[src/rtl/voice_allocator.sv]
// Three-voice note allocator: each accepted note request is placed on a free voice, or steals
// the voice with the fewest beats left. Each voice keeps a remaining-beat counter that counts
// down on play-qualified beats.
module voice_allocator #(
  parameter int unsigned NOTE_W = 6,
  parameter int unsigned DUR_W  = 6
) (
  input  logic              clk_i,
  input  logic              reset_i,
  input  logic              flush_i,
  input  logic              play_i,
  input  logic              beat_i,
  input  logic              req_valid_i,
  input  logic [NOTE_W-1:0] req_note_i,
  input  logic [DUR_W-1:0]  req_duration_i,
  output logic              req_ready_o,
  output logic [NOTE_W-1:0] note0_o,
  output logic [NOTE_W-1:0] note1_o,
  output logic [NOTE_W-1:0] note2_o,
  output logic [DUR_W-1:0]  duration0_o,
  output logic [DUR_W-1:0]  duration1_o,
  output logic [DUR_W-1:0]  duration2_o,
  output logic              load0_o,
  output logic              load1_o,
  output logic              load2_o,
  output logic [2:0]        voice_active_o,
  output logic              steal_o
);

  typedef enum logic [0:0] {StIdle, StIssue} state_e;

  state_e            state_q, state_d;
  logic [DUR_W-1:0]  rem_q  [3];
  logic [DUR_W-1:0]  rem_d  [3];
  logic [NOTE_W-1:0] note_q [3];
  logic [NOTE_W-1:0] note_d [3];
  logic [DUR_W-1:0]  dur_q  [3];
  logic [DUR_W-1:0]  dur_d  [3];
  logic [1:0]        sel_q, sel_d;
  logic              steal_q, steal_d;

  logic              accept, issue, tick;
  logic [1:0]        pick;
  logic              pick_steal;
  logic [DUR_W-1:0]  min_rem;

  assign req_ready_o = (state_q == StIdle) && !flush_i && !reset_i;
  assign accept      = req_valid_i && req_ready_o;
  // Rests and zero-length notes are consumed without touching any voice.
  assign issue       = accept && (req_note_i != '0) && (req_duration_i != '0);
  assign tick        = beat_i && play_i;

  // Victim choice: lowest-index idle voice, else the voice with the fewest beats left.
  always_comb begin
    pick       = 2'd0;
    pick_steal = 1'b1;
    min_rem    = rem_q[0];
    for (int k = 2; k >= 0; k--) begin
      if (rem_q[k] == '0) begin
        pick       = 2'(k);
        pick_steal = 1'b0;
      end
    end
    if (pick_steal) begin
      pick = 2'd0;
      for (int k = 1; k < 3; k++) begin
        if (rem_q[k] < min_rem) begin
          min_rem = rem_q[k];
          pick    = 2'(k);
        end
      end
    end
  end

  // Next-state for the FSM and per-voice counters, notes and durations.
  always_comb begin
    state_d = state_q;
    sel_d   = sel_q;
    steal_d = steal_q;
    for (int k = 0; k < 3; k++) begin
      note_d[k] = note_q[k];
      dur_d[k]  = dur_q[k];
      rem_d[k]  = rem_q[k];
      if (tick && rem_q[k] != '0) rem_d[k] = rem_q[k] - 1'b1;
    end
    unique case (state_q)
      StIdle: begin
        if (issue) begin
          state_d      = StIssue;
          sel_d        = pick;
          steal_d      = pick_steal;
          note_d[pick] = req_note_i;
          dur_d[pick]  = req_duration_i;
          // A load on a beat edge takes the full duration, no decrement.
          rem_d[pick]  = req_duration_i;
        end
      end
      StIssue: state_d = StIdle;
      default: state_d = StIdle;
    endcase
    if (flush_i) begin
      state_d = StIdle;
      for (int k = 0; k < 3; k++) rem_d[k] = '0;
    end
  end

  // State registers with synchronous reset.
  always_ff @(posedge clk_i) begin
    if (reset_i) begin
      state_q <= StIdle;
      sel_q   <= 2'd0;
      steal_q <= 1'b0;
      for (int k = 0; k < 3; k++) begin
        rem_q[k]  <= '0;
        note_q[k] <= '0;
        dur_q[k]  <= '0;
      end
    end else begin
      state_q <= state_d;
      sel_q   <= sel_d;
      steal_q <= steal_d;
      for (int k = 0; k < 3; k++) begin
        rem_q[k]  <= rem_d[k];
        note_q[k] <= note_d[k];
        dur_q[k]  <= dur_d[k];
      end
    end
  end

  logic strobe;
  // Strobes only in ISSUE; reset or flush in that cycle cancels them.
  assign strobe  = (state_q == StIssue) && !reset_i && !flush_i;
  assign load0_o = strobe && (sel_q == 2'd0);
  assign load1_o = strobe && (sel_q == 2'd1);
  assign load2_o = strobe && (sel_q == 2'd2);
  assign steal_o = strobe && steal_q;

  // Outputs read as zero while reset is held.
  always_comb begin
    for (int k = 0; k < 3; k++) voice_active_o[k] = !reset_i && (rem_q[k] != '0);
  end
  assign note0_o     = reset_i ? '0 : note_q[0];
  assign note1_o     = reset_i ? '0 : note_q[1];
  assign note2_o     = reset_i ? '0 : note_q[2];
  assign duration0_o = reset_i ? '0 : dur_q[0];
  assign duration1_o = reset_i ? '0 : dur_q[1];
  assign duration2_o = reset_i ? '0 : dur_q[2];

endmodule

[config.mk]
export PLATFORM = sky130hd
export DESIGN_NAME = voice_allocator
export DESIGN_NICKNAME = d
export VERILOG_FILES = /design/src/rtl/voice_allocator.sv
export SDC_FILE = /design/constraint.sdc
export NUM_CORES = 1
export LEC_CHECK = 0
export CORE_MARGIN = 4
export CORE_UTILIZATION = 56
export CTS_BUF_LIST = sky130_fd_sc_hd__clkbuf_8 sky130_fd_sc_hd__clkbuf_16
export DETAILED_ROUTE_END_ITERATION = 8
export GPL_TIMING_DRIVEN = 1
export PLACE_DENSITY = 0.94
export SETUP_SLACK_MARGIN = 0.1
export SYNTH_ARGS = -nofsm -noshare
export SYNTH_HDL_FRONTEND = slang
export SYNTH_SLANG_ARGS = --single-unit
[constraint.sdc]
create_clock -name clk_i -period 5.6 [get_ports clk_i]
set_input_delay 1.4 -clock clk_i [delete_from_list [all_inputs] [get_ports clk_i]]
set_output_delay 1.4 -clock clk_i [all_outputs]
set_load 0.02 [all_outputs]
==> impl_metrics.csv <==
group,metric,value,unit
critical_path,critical_path_buf_inv_count,3,
synthesis,synthMuxAreaShare,7.104,%
critical_path,start_kind,"input pin",
critical_path,path_cells,"clkdlybuf4s50_1, buf_4, nor2_1, nand2_1, nor3b_1, clkdlybuf4s50_1",
drt,vias,3102,
power,p_sw_share,27.93,%
cells_and_area,antennaDiodeCount,0,
sta,skew,0.008708,ns
sta,setup_viol,0,
cells_and_area,drive_gt1_share,8.409,%
drt,drc,0,
floorplan,start_util,58.14,%
power,ir_worst_vdd,0.0002425,V
place,dp_hpwl,6.562,mm
synthesis,synthFlopType,"dfxtp_1",
floorplan,die_w,84.07,µm
clock_network,cts_sinks,58,
power,power.leakage,1.500,nW
global_route,grtUsageTotal,26.47,%
sta,relSlewSlack,30.47,%
global_route,grt_pass1_wl,15.03,mm
sta,hold_violations,0,
power,p_int,0.7300,mW
clock_network,path_clk_slew,0.06,ns
synthesis,avgSynthCellArea,8.483,µm²
critical_path,worst-path-max-fanout,30,
sta,fin_crit_sh,84.62,%
sta,setup_slack,0.8610,ns
drt,dr.pass1.iters,5,
floorplan,die_h,84.07,µm
clock_network,cts_setup_buffers,0,
synthesis,synthSimpleGateAreaFrac,22.32,%
critical_path,worstPathArrival,3.34,ns
critical_path,path_delay_family,"buffers and inverters",
clock_network,ctsHoldBuffers,0,
hold_path,hold_start,"sel_q[0]$_SDFFE_PP0P_",
synthesis,synth_edf_count,0,
synthesis,yosysSeqAreaShare,35.83,%
floorplan,ioPinCount,62,
place,placement.cell_area,3865,µm²
sta,tns,0,ns
synthesis,yosys.area_share.adder,6.178,%
drt,wl_per_cell,17.84,µm
synthesis,mappedNetlistArea,3241,µm²
cells_and_area,multiInputGateArea,1923,µm²
drt,antenna_left,0,
synthesis,synth_seq_cells,58,
floorplan,coreArea,5574,µm²
power,sequentialPowerShare,42.4,%
drt,drtIter0Drc,390,
power,comb_power_share,15.7,%
sta,rsz0062_at_grt,"false",
cells_and_area,fillCellCount,407,
job,cap_violations,0,
drt,wl,9.135,mm
synthesis,synth_top_family_by_area,"simple AND/OR/NAND/NOR gates",
clock_network,clockBufferDepth,2,
global_route,overflow,0,
power,clockPowerShare,41.9,%
place,port-buffer-count,61,
drt,routed_via_density,6.059,
floorplan,num_rows,27,
critical_path,rr_worst_depth,14,
global_route,grt_max_degree,31,
sta,slew_viol_final,0,
synthesis,syn-instance-count,382,
synthesis,synth_top_area_share,35.83,%
hold_path,min_path_cells,2,
clock_network,cts_inserted_buffers,9,
clock_network,cts_htree_levels,3,
place,gp_congestion,0.9154,
clock_network,insertion_delay,0.34,ns
cells_and_area,utilization,73.24,%
critical_path,path_common_cell,"clkdlybuf4s50_1",
cells_and_area,seqCellArea,1161,µm²
hold_path,hold_path_class,"reg2reg",
critical_path,rrSetupSlack,1.34,ns
synthesis,synth_async_sr_flop_share,0,%
floorplan,dieArea,7068,µm²
global_route,antenna_found_initial,0,
sta,tightest_slew,1.040,ns
cells_and_area,nets,469,
cells_and_area,final_cell_area,4083,µm²
synthesis,syn_nets,416,
synthesis,synthDistinctLibCells,46,
place,dp_slack,0.9107,ns
critical_path,timing.rr.end,"dur_q[0][11]$_SDFFE_PP0P_",
status,status,"finished clean",
synthesis,synthXorXnorAreaFrac,2.432,%
critical_path,crit_slowest_cell,"clkdlybuf4s50_1",
critical_path,slowest_delay,0.68,ns
clock_network,cts_resized,0,
synthesis,synth_largest_area_cell,"dfxtp_1",
critical_path,reg2reg_from,"rem_q[0][5]$_SDFF_PP0_",
synthesis,synth_compound_area_share,21.12,%
cells_and_area,syn2layout_area_growth,25.98,%
synthesis,yosys-top-cells-area,"dfxtp_1 36%, o21ai_0 7.6%, nor2b_1 7.1%, ha_1 6.2%, o31ai_1 3.9%",
sta,fmax,211.0,MHz
power,pwr_density_cell,248.1,nW/µm²
critical_path,critPathKind,"in2out",
clock_network,cts_tree,"done",
critical_path,worstSetupEndpointType,"output port",
sta,min_period,4.739,ns
synthesis,ys_warn_count,0,
critical_path,cp.required,4.20,ns
hold_path,min_to,"sel_q[0]$_SDFFE_PP0P_",
global_route,first_global_vias,3062,
power,p_switching,0.2829,mW
clock_network,cts_root_buffer,"clkbuf_8",
-- power by group through the flow --
stage                     combinational (mW)  sequential [mW]  clock (mW)
after detailed placement               0.154            0.438           0
after CTS                              0.157            0.429       0.425
after global placement                 0.151            0.438           0
after floorplan                        0.107            0.435           0
after global routing                   0.171            0.430       0.450
final                                  0.159            0.429       0.425
-- routing by layer --
| layer | part of all wire [%] | wire [µm] | global-route usage (%) |
|---|---|---|---|
| met4 | 2.4 | 221 | 12.57 |
| met5 | 0 | 0 | 0 |
| met2 | 47 | 4335 | 42.18 |
| met1 | 42 | 3839 | 33.92 |
| met3 | 8.1 | 739 | 5.528 |
-- worst max-delay path by stage --
| stage | start | to | slack [ns] | cells past startpoint |
|---|---|---|---|---|
| after CTS | reset_i | load2_o | 0.87 | 6 |
| after global placement | reset_i | steal_o | 0.96 | 6 |
| after detailed placement | reset_i | load2_o | 0.91 | 6 |
| final | reset_i | load2_o | 0.86 | 6 |
| after floorplan | reset_i | load2_o | 1.77 | 4 |
| after global routing | reset_i | load2_o | 0.73 | 6 |
-- through the flow --
| step | total power [mW] | cells | hold WS [ns] |
|---|---|---|---|
| 2_1_floorplan | 0.5428 | 382 | 0.4483 |
| 3_3_place_gp | 0.5889 | 496 | 0.4646 |
| 3_5_place_dp | 0.5925 | 496 | 0.4829 |
| 4_1_cts | 1.011 | 512 | 0.4974 |
| 5_1_grt | 1.051 | 512 | 0.5191 |
| 6_report | 1.013 | 512 | 0.5076 |
-- cell families after synthesis --
logic type | Yosys count
buf+inv | 35
fa+ha+maj | 16
xor+xnor | 9
simple gates | 129
mux | 20
compound gates | 115
flops | 58
-- layout make-up --
| type | count | share of cell area (%) |
|---|---|---|
| multi-input combinational | 289 | 47.10 |
| clock inverter | 7 | 2.298 |
| inverter | 11 | 1.042 |
| clock buffer | 9 | 3.034 |
| sequential | 58 | 28.44 |
| timing repair buffer | 66 | 15.87 |
| tap | 72 | 2.207 |
-- cell usage in the layout (no fill, tap or decap), types with 2 or more instances in the layout --
cell type / instances
nor3b_1: 2
a21oi_1: 20
o211ai_1: 4
nor3_1: 8
nor2_1: 21
buf_4: 5
clkdlybuf4s50_1: 61
bufinv_16: 2
clkinvlp_4: 2
a31oi_1: 2
a21o_1: 4
o21ai_1: 7
nand2_1: 23
mux2_4: 5
ha_1: 16
mux2_2: 4
xor2_1: 3
nand3_4: 2
inv_1: 10
a211oi_1: 2
dfxtp_1: 58
clkinv_2: 3
nand2b_1: 10
and2_1: 2
and3_1: 4
nand3_1: 5
mux2i_1: 11
xnor2_1: 6
clkbuf_8: 9
nor2b_1: 37
nand4_1: 2
o21ai_0: 49
nor4_1: 4
or2_1: 3
o31ai_1: 17
nor2_4: 2
a311o_1: 2
-- state kept, by name, summed over array words and instances, names as in the netlist --
register / cells
sel_q: 2
dur_q: 18
steal_q: 1
rem_q: 18
state_q: 1
note_q: 18
-- synth_stat cells (7+ instances only) --
master / instances
o21ai_1: 7
ha_1: 16
nor3_1: 8
nor2_1: 21
dfxtp_1: 58
nand2b_1: 10
mux2i_1: 11
nand2_1: 23
o31ai_1: 17
nor2b_1: 37
o21ai_0: 49
inv_1: 10
clkbuf_1: 15
a21oi_1: 20
-- tightest hold or removal path: stages (launching register included) --
cell and delay (ns):
dfxtp_1 0.34, nand2_1 0.06, a21oi_1 0.06
Note: power is estimated with default switching activity, not from simulation.
